**config.mk**
```make
export PLATFORM = sky130hd
export DESIGN_NAME = dram_arb
export DESIGN_NICKNAME = d
export VERILOG_FILES = /design/src/rtl/dram_arb.sv
export SDC_FILE = /design/constraint.sdc
export NUM_CORES = 1
export LEC_CHECK = 0
export ABC_AREA = 0
export CAP_MARGIN = 15
export CORE_AREA = 2 2 123 125
export CTS_CLUSTER_SIZE = 10
export DETAILED_ROUTE_END_ITERATION = 10
export DIE_AREA = 0 0 125 127
export GPL_TIMING_DRIVEN = 0
export PLACE_DENSITY_LB_ADDON = 0.25
export SLEW_MARGIN = 30
export SYNTH_ARGS = -nofsm -noshare
export SYNTH_HDL_FRONTEND = slang
export SYNTH_SLANG_ARGS = --single-unit
export TNS_END_PERCENT = 100
```
**constraint.sdc**
```tcl
create_clock -name clk_i -period 2.13 [get_ports clk_i]
set_clock_uncertainty 0.2 [all_clocks]
set_input_delay 0.426 -clock clk_i [delete_from_list [all_inputs] [get_ports clk_i]]
set_output_delay 0.426 -clock clk_i [all_outputs]
set_load 0.02 [all_outputs]
```
**src/rtl/dram_arb.sv**
```systemverilog
// dram_arb: arbiter/sequencer for the single data-RAM port shared by the
// UART host loader (port H) and the hxd32 CPU data port (port C).
//
// One access is granted per cycle (combinational grant). The granted command
// is registered onto the ram_* outputs. Read data returns on the granting
// port two cycles after the grant (1 cycle command register + 1 cycle RAM).
// Round-robin between H and C; the host may lock the port, and a saturating
// wait counter force-grants C after MAX_WAIT cycles of starvation.
//
// Ports:
//   clk_i, rst_n_i               clock, asynchronous active-low reset
//   h_req_i/h_lock_i/h_we_i      host request, lock, write select
//   h_addr_i/h_wr_data_i         host byte address, write data
//   h_wr_byte_en_i               host write byte enables
//   h_gnt_o                      host request accepted this cycle
//   h_rd_data_o/h_rd_vld_o       host read data (0 unless valid), valid strobe
//   c_*                          CPU equivalents (no lock)
//   ram_en_o/ram_we_o            RAM command valid, byte write enables (0=read)
//   ram_addr_o/ram_wr_data_o     RAM address, write data
//   ram_rd_data_i                RAM read data, 1 cycle after a read command
module dram_arb #(
    parameter int unsigned XLEN     = 32,
    parameter int unsigned MAX_WAIT = 8
) (
    input  logic            clk_i,
    input  logic            rst_n_i,
    input  logic            h_req_i,
    input  logic            h_lock_i,
    input  logic            h_we_i,
    input  logic [XLEN-1:0] h_addr_i,
    input  logic [XLEN-1:0] h_wr_data_i,
    input  logic [3:0]      h_wr_byte_en_i,
    output logic            h_gnt_o,
    output logic [XLEN-1:0] h_rd_data_o,
    output logic            h_rd_vld_o,
    input  logic            c_req_i,
    input  logic            c_we_i,
    input  logic [XLEN-1:0] c_addr_i,
    input  logic [XLEN-1:0] c_wr_data_i,
    input  logic [3:0]      c_wr_byte_en_i,
    output logic            c_gnt_o,
    output logic [XLEN-1:0] c_rd_data_o,
    output logic            c_rd_vld_o,
    output logic            ram_en_o,
    output logic [3:0]      ram_we_o,
    output logic [XLEN-1:0] ram_addr_o,
    output logic [XLEN-1:0] ram_wr_data_o,
    input  logic [XLEN-1:0] ram_rd_data_i
);

    localparam logic [7:0] WAIT_MAX = 8'(MAX_WAIT);

    typedef enum logic {
        LAST_C = 1'b0,
        LAST_H = 1'b1
    } last_t;

    last_t      last_q, last_d;
    logic [7:0] wait_q, wait_d;
    logic       h_gnt, c_gnt;

    // Read-return tag pipeline: {vld, src_is_h} delayed two cycles.
    logic       tag1_vld, tag1_h;
    logic       tag2_vld, tag2_h;

    // State register
    always_ff @(posedge clk_i or negedge rst_n_i) begin
        if (!rst_n_i) begin
            last_q <= LAST_C;
            wait_q <= '0;
        end else begin
            last_q <= last_d;
            wait_q <= wait_d;
        end
    end

    // Grant, last-grant pointer and wait counter next state
    always_comb begin
        h_gnt  = 1'b0;
        c_gnt  = 1'b0;
        last_d = last_q;
        wait_d = wait_q;

        if ((wait_q == WAIT_MAX) && c_req_i) begin
            c_gnt = 1'b1;
        end else if (h_lock_i && (last_q == LAST_H)) begin
            // Locked: C is shut out even when H is idle this cycle.
            h_gnt = h_req_i;
        end else if (h_req_i && c_req_i) begin
            if (last_q == LAST_H) c_gnt = 1'b1;
            else                  h_gnt = 1'b1;
        end else begin
            h_gnt = h_req_i;
            c_gnt = c_req_i;
        end

        if (h_gnt)      last_d = LAST_H;
        else if (c_gnt) last_d = LAST_C;

        // A pending C request at WAIT_MAX is always granted, so the
        // counter never needs to advance past it.
        if (!c_req_i || c_gnt)      wait_d = '0;
        else if (wait_q != WAIT_MAX) wait_d = wait_q + 8'd1;
    end

    assign h_gnt_o = h_gnt;
    assign c_gnt_o = c_gnt;

    // Command register
    always_ff @(posedge clk_i or negedge rst_n_i) begin
        if (!rst_n_i) begin
            ram_en_o      <= 1'b0;
            ram_we_o      <= '0;
            ram_addr_o    <= '0;
            ram_wr_data_o <= '0;
        end else if (h_gnt) begin
            ram_en_o      <= 1'b1;
            ram_we_o      <= h_we_i ? h_wr_byte_en_i : 4'b0000;
            ram_addr_o    <= h_addr_i;
            ram_wr_data_o <= h_wr_data_i;
        end else if (c_gnt) begin
            ram_en_o      <= 1'b1;
            ram_we_o      <= c_we_i ? c_wr_byte_en_i : 4'b0000;
            ram_addr_o    <= c_addr_i;
            ram_wr_data_o <= c_wr_data_i;
        end else begin
            ram_en_o <= 1'b0;
            ram_we_o <= '0;
        end
    end

    // Read tag pipeline
    always_ff @(posedge clk_i or negedge rst_n_i) begin
        if (!rst_n_i) begin
            tag1_vld <= 1'b0;
            tag1_h   <= 1'b0;
            tag2_vld <= 1'b0;
            tag2_h   <= 1'b0;
        end else begin
            tag1_vld <= (h_gnt && !h_we_i) || (c_gnt && !c_we_i);
            tag1_h   <= h_gnt;
            tag2_vld <= tag1_vld;
            tag2_h   <= tag1_h;
        end
    end

    assign h_rd_vld_o  = tag2_vld && tag2_h;
    assign c_rd_vld_o  = tag2_vld && !tag2_h;
    assign h_rd_data_o = h_rd_vld_o ? ram_rd_data_i : '0;
    assign c_rd_data_o = c_rd_vld_o ? ram_rd_data_i : '0;

endmodule

```
==> metrics.txt <==
result of the run finished with violations; clock share of power 29.4%; count of distinct cell types in the synthesized netlist 27; total leakage power 0.00398 uW; CP bufs+invs 3; FFs w/ async S/R, synth 100%; overall die width 125 um; top-area cell type share of the netlist area 49.4%; clock sink count 82; worst skew pair latency 0.34 ns; cell family with most CP delay simple AND/OR/NAND/NOR gates; cell-by-cell listing of the critical path or4_4, buf_4, a2bb2oi_2, inv_1, buf_4; most common cell type on the critical path sky130_fd_sc_hd__buf_4; violations in the final reports setup timing; proportion of total power due to net switching 30.0%; post-route antenna net violation count 0; finished layout cell area 8750 um2; deepest level of the CTS H-tree 3; ys flop type sky130_fd_sc_hd__dfrtp_1; final worst-path cycle share 116%; number of enable flip-flop cells after synthesis 0; number of filler cells placed in the layout 1199; path category of the worst min-delay check reg -> reg; CTS Buf Count 9; maximum clock path buffer count 2; cell at the root of the clock tree sky130_fd_sc_hd__clkbuf_16; portion of total power attributed to sequential cells 34.0%; clock tree from TritonCTS yes; mean instance size in the synthesized netlist 9.94 um2; Max Freq 0.406 GHz; endpoints failing hold 0; category of the worst setup path launch point flop; number of antenna violations at the first check in global routing 1; fraction of final layout cells with drive strength greater than 1 26.4%; peak supply drop 411 uV; first-pass GRT wire length 27000 um; required time at the endpoint of the critical path 1.50 ns; Post-DP Area 7540 um2; I/O pin count 312; count of mapped cells out of synthesis 418; synthesized area 4160 um2; data arrival time at the worst-slack endpoint 1.84 ns; die extent in y 127 um; clock slew at the register clock pins of the worst setup and hold paths 0.06 ns; Starting Density 28.8%; total of max-cap violations 0; max-slew violations 0; average wire per standard cell 18.5 um; Seq/Total Area, Yosys 49.4%; total gr overflow 0; final weighted congestion in routability-driven placement 0.867; internal power component 3800 uW; largest net degree at the start of global routing 67; aggregate routed wire length 17900 um; synthesis-to-layout area growth 111%; drt first pass iters 4; number of global-route vias before repair 4936; pwr dens 621 nW/um2; critical-path cell with the highest stage delay sky130_fd_sc_hd__or4_4; top fanout value on the critical path 4; post-synthesis net count 595; core region area 14400 um2; area enclosed by the die boundary 15900 um2; detailed-placement wirelength estimate 13200 um; Gate power share 36.6%; number of nets at the end of the flow 952; DRC viols 0; # rows 44; drt initial violations 110; pre-CTS setup slack -1.05 ns; setup repair after global routing missed its margin yes; via count of the routed design 4594; Via-to-Cell Ratio 4.77; most area-hungry cell type in the Yosys netlist sky130_fd_sc_hd__dfrtp_1; net switching component of the power 1630 uW; type of destination of the critical path primary output; final critical-path setup slack -0.333 ns; fin crit period 2.46 ns; Slew @ Worst Pin 0.378 ns; post-route total power 5430 uW; total global-route track usage 21.9%; #FFs+latches synth 82; Synth area leaders sky130_fd_sc_hd__dfrtp_1, sky130_fd_sc_hd__mux2i_1, sky130_fd_sc_hd__a21oi_1, sky130_fd_sc_hd__nor2_1, sky130_fd_sc_hd__and2_1; number of failing setup endpoints in the final timing report 80; tightest slew margin relative to the limit 74.8%; Warnings, synthesis 0; CP peak stage delay 0.56 ns; category of the critical setup timing path reg -> out; count of buffers inserted at the top-level ports 311
==> sequential cells by signal, indices dropped and copies added, names as in the netlist, 4 cells and up <==
| register | flops |
|---|---|
| wait_q | 8 |
| ram_wr_data_o | 32 |
| ram_we_o | 4 |
| ram_addr_o | 32 |
==> final cells by class <==
cell class / instances / area [um2] / area share (%)
Multi-Input combinational cell: 300 / 2230 / 25.5
Clock inverter: 4 / 51.3 / 0.586
Tap cell: 184 / 230 / 2.63
Buffer: 28 / 353 / 4.03
Timing Repair Buffer: 348 / 3550 / 40.6
Inverter: 6 / 26.3 / 0.300
Sequential cell: 82 / 2050 / 23.5
Antenna cell: 1 / 2.50 / 0.0286
Clock buffer: 11 / 253 / 2.89
==> power by group through the flow <==
stage / combinational [uW] / clock [uW] / sequential (uW)
final: 1990 / 1600 / 1850
after global routing: 2100 / 1700 / 1870
after detailed placement: 1680 / 0 / 1870
after global placement: 1650 / 0 / 1860
after CTS: 1940 / 1640 / 1850
after floorplan: 484 / 0 / 2070
==> kinds of logic (layout without fill, tap and decap cells) <==
kind of cell               Yosys count  after routing  synth area share (%)
and+or+nand+nor                    155            155                  18.9
DFF                                 82             82                  49.4
AOI/OAI and AO/OA                   72             72                  9.55
muxes                               65             65                  15.7
buffers and inverters               36            397                  4.64
xor gates and xnor gates             6              6                  1.26
adders and majority gates            2              2                 0.602
other                                0              1                     0
==> cells in the final DEF (no fill, tap or decap), drive strengths merged, types with 3 or more instances in the layout <==
master and n:
nor2 72, a32o 4, and2 35, and3 35
clkdlybuf4s50 242, dfrtp 82, dlygate4sd2 3, buf 94
a21oi 64, nand2 4, xor2 4, inv 5
mux2i 65, clkbuf 37, clkdlybuf4s15 8
==> worst register-to-register path: cells and delay by family (launching register included) <==
family          cells  cell delay (ns)
flops               1             0.38
buf+inv             3             0.56
simple gates        1             0.56
mux                 1             0.20
compound gates      2             0.30
==> synthesized netlist by cell type (all sizes together) (2+ instances only) <==
cell type	n
nand3	2
buf	20
dfrtp	82
xnor2	2
a32o	4
inv	6
mux2i	65
nor2b	2
and3	35
nor2	72
nand2	4
clkbuf	10
a21oi	64
xor2	4
and2	35
ha	2
==> per-layer routing <==
metal	routed length [um]	GRT usage [%]	share of wire, %	vias to the layer above
met2	9680	41.8	54	225
li1	-	-	-	2153
met3	1330	5.70	7.4	31
met5	0	0	0	-
met1	6350	22.6	36	2185
met4	521	9.22	2.9	0
==> stage by stage <==
step / hold slack, ns / std cells / TNS (ns) / utilization, %
floorplan: -0.0696 / 418 / -0.00311 / -
global placement: 0.134 / 913 / -262.59 / 52.1
detailed placement: 0.0781 / 914 / -58.19 / 52.3
CTS: 0.153 / 964 / -21.08 / 60.0
global route: 0.163 / 964 / -15.32 / 60.7
finish: 0.150 / 964 / -9.62 / 60.7
==> final timing paths <==
check,from,end,depth (start not counted),slack (ns)
hold reg to reg,tag1_vld,tag2_vld,0,0.15
setup reg to reg,wait_q[7],ram_addr_o[23],7,-0.19
hold / removal,tag1_vld,tag2_vld,0,0.15
setup / recovery,wait_q[7],c_gnt_o,5,-0.33
min in group asynchronous,rst_n_i,ram_wr_data_o[12],2,0.29
max in group asynchronous,rst_n_i,tag2_h,3,0.83
==> timing repair <==
| action | in CTS | in global routing |
|---|---|---|
| setup buffers | 24 | 6 |
| gates cloned | 10 | 2 |
| pin swaps | 40 | 29 |
| hold buffers | 1 | 0 |
| resized for setup | 370 | 113 |
| hold endpoints to repair | 16 | 0 |
| endpoints found under the setup margin | 138 | 132 |
Note: power is estimated with default switching activity, not from simulation.
==> edit (same settings) <==
`MAX_WAIT`: 8 -> 7.
--- a/src/rtl/dram_arb.sv
+++ b/src/rtl/dram_arb.sv
@@ -22,3 +22,3 @@
     parameter int unsigned XLEN     = 32,
-    parameter int unsigned MAX_WAIT = 8
+    parameter int unsigned MAX_WAIT = 7
 ) (
Check against the original RTL: not equivalent (Yosys sat finds a counterexample within 10 cycles, from zero or initial values and one cycle with rst_n_i low).
==> edit against the unedited design <==
- the run still ends with setup timing left
- power decreased by 4.0%
- die area stayed put
- critical path depth stayed put
- sequential cell count stayed put
- setup slack got worse by 0.034 ns
- via count decreased by 1.3%
- wire length fell by 0.39%
- synthesized area decreased by 0.48%
- design area fell by 1.4%
- largest cell class unchanged
==> edit: results (changes against the unedited design) <==
| Metric | Value |
|---|---|
| Hold crit path type | `flop to flop` |
| P_int | `0.00360 W (-5.4%)` |
| Critical path endpoint | `h_gnt_o` |
| Seq/Total Area, Yosys | `49.6% (+0.24 points)` |
| CP peak stage delay | `0.58 ns (+0.02 ns)` |
| Met1 wire length | `6.25 mm (-1.6%)` |
| R2R Setup Slk | `-0.30 ns (-0.11 ns)` |
| Drt wl/cell | `18.5 um (-0.39%)` |
| Tot GR Track Use | `21.6% (-0.30 points)` |
| Placed Area | `7520 sq um (-0.27%)` |
| Mapped Nets | `591 (-0.67%)` |
| Worst Tran Pin Value | `0.297 ns (-0.0808 ns)` |
| Iteration-0 DRC Markers | `120 (+9.1%)` |
| Commonest cells post-synth | `dfrtp_1, nor2_1, mux2i_1` |
| Met2 wire length | `9.60 mm (-0.84%)` |
| HP Start | `tag1_h` |
| Outcome | `complete, but fails checks` |
| Failing checks | `setup timing` |
| Share of layout cells above drive strength 1 | `25.0% (-1.4 points)` |
| Inserted Clock Buffers | `9 (unchanged)` |
| Worst slack, placed | `-1.04 ns (+0.00950 ns)` |
| RR Endpoint | `ram_wr_data_o[16]` |
| R2r worst-path depth | `9 (+2)` |
| Synth Flop Type | `dfrtp_1` |
| Hpwl dp | `13.7 mm (+3.3%)` |
| DR top layer | `met4` |
| Final nets | `947 (-0.53%)` |
| Hold Path End | `tag2_h` |
| Via/cell ratio | `4.71 (-1.3%)` |
| First drt pass iteration count | `5 (+1)` |
| Metal3 WL | `1.47 mm (+11%)` |
| Longest Clk Path Bufs | `2 (unchanged)` |
| Root buffer cell | `clkbuf_16` |
| Endpoints failing setup | `72 (-10%)` |
| Initial antenna violation count | `3 (+2)` |
| First-pass GRT wire length | `26.6 mm (-1.3%)` |
| Pleak | `3.97 nW (-0.27%)` |
| CP Max Fanout | `3 (-1)` |
| H-tree depth | `3 (unchanged)` |
| Number of fill cells | `1,219 (+1.7%)` |
| Largest net degree at the start of global routing | `55 (-18%)` |
| Number of global-route vias before repair | `4,786 (-3.0%)` |
| Biggest regs | `ram_addr_o x32, ram_wr_data_o x32, wait_q x8` |
| Synthesis Warnings | `0 (unchanged)` |
| TNS Setup | `-13.96 ns (-4.33 ns)` |
| Gpl congestion | `0.949 (+9.4%)` |
| Synth top area cells | `dfrtp_1, mux2i_1, a21oi_1` |
| CP arrival | `1.87 ns (+0.03 ns)` |
| Multi-input logic area | `2130 sq um (-4.5%)` |
| Worst vdd ir | `0.000347 V (-15%)` |
| Synth unique cells | `27 (unchanged)` |
| Worst Slack Setup Final | `-0.368 ns (-0.0344 ns)` |
## edit: power groups by stage
stage               Sequential, W  Combinational, W  Clock (W)
floorplan                 0.00206          0.000479          0
detailed placement        0.00186           0.00166          0
global route              0.00186           0.00203    0.00156
global placement          0.00185           0.00164          0
CTS                       0.00184           0.00188    0.00149
finish                    0.00184           0.00192    0.00146
## edit: per-stage QoR
step / instances / power, W / hold WS (ns)
2_1_floorplan: 415 / 0.00254 / -0.0696
3_3_place_gp: 910 / 0.00350 / 0.132
3_5_place_dp: 911 / 0.00352 / 0.123
4_1_cts: 960 / 0.00520 / 0.154
5_1_grt: 964 / 0.00546 / 0.161
6_report: 964 / 0.00522 / 0.152
## edit: final cells by class
| cell class | count | area share (%) |
|---|---|---|
| flip-flops and latches | 82 | 23.8 |
| repair buffers | 345 | 41.6 |
| inverters | 4 | 0.217 |
| plain buffers | 30 | 3.64 |
| clock buffers | 9 | 2.61 |
| multi-input cells | 299 | 24.7 |
| clock inverters | 7 | 0.623 |
| well taps | 184 | 2.67 |
| diodes | 4 | 0.116 |
## edit: layer usage
| metal | up-vias | track usage [%] |
|---|---|---|
| met3 | 22 | 6.87 |
| met1 | 2149 | 21.8 |
| met4 | 0 | 7.19 |
| met2 | 222 | 41.8 |
| met5 | - | 0 |
| li1 | 2143 | - |
## edit: timing repair
item                                    CTS  global route
resized for setup                       297           121
hold buffers                              1             0
cloned                                    6             2
hold endpoints to repair                 28             0
setup buffers                            26             4
pin swaps                                43            12
endpoints found under the setup margin  138           135
## edit: cell families after synthesis
family,after synthesis,synth area share [%]
xor+xnor,6,1.27
flops,82,49.6
mux,65,15.7
buf+inv,34,4.48
simple gates,155,19.0
fa+ha+maj,1,0.303
compound gates,72,9.59
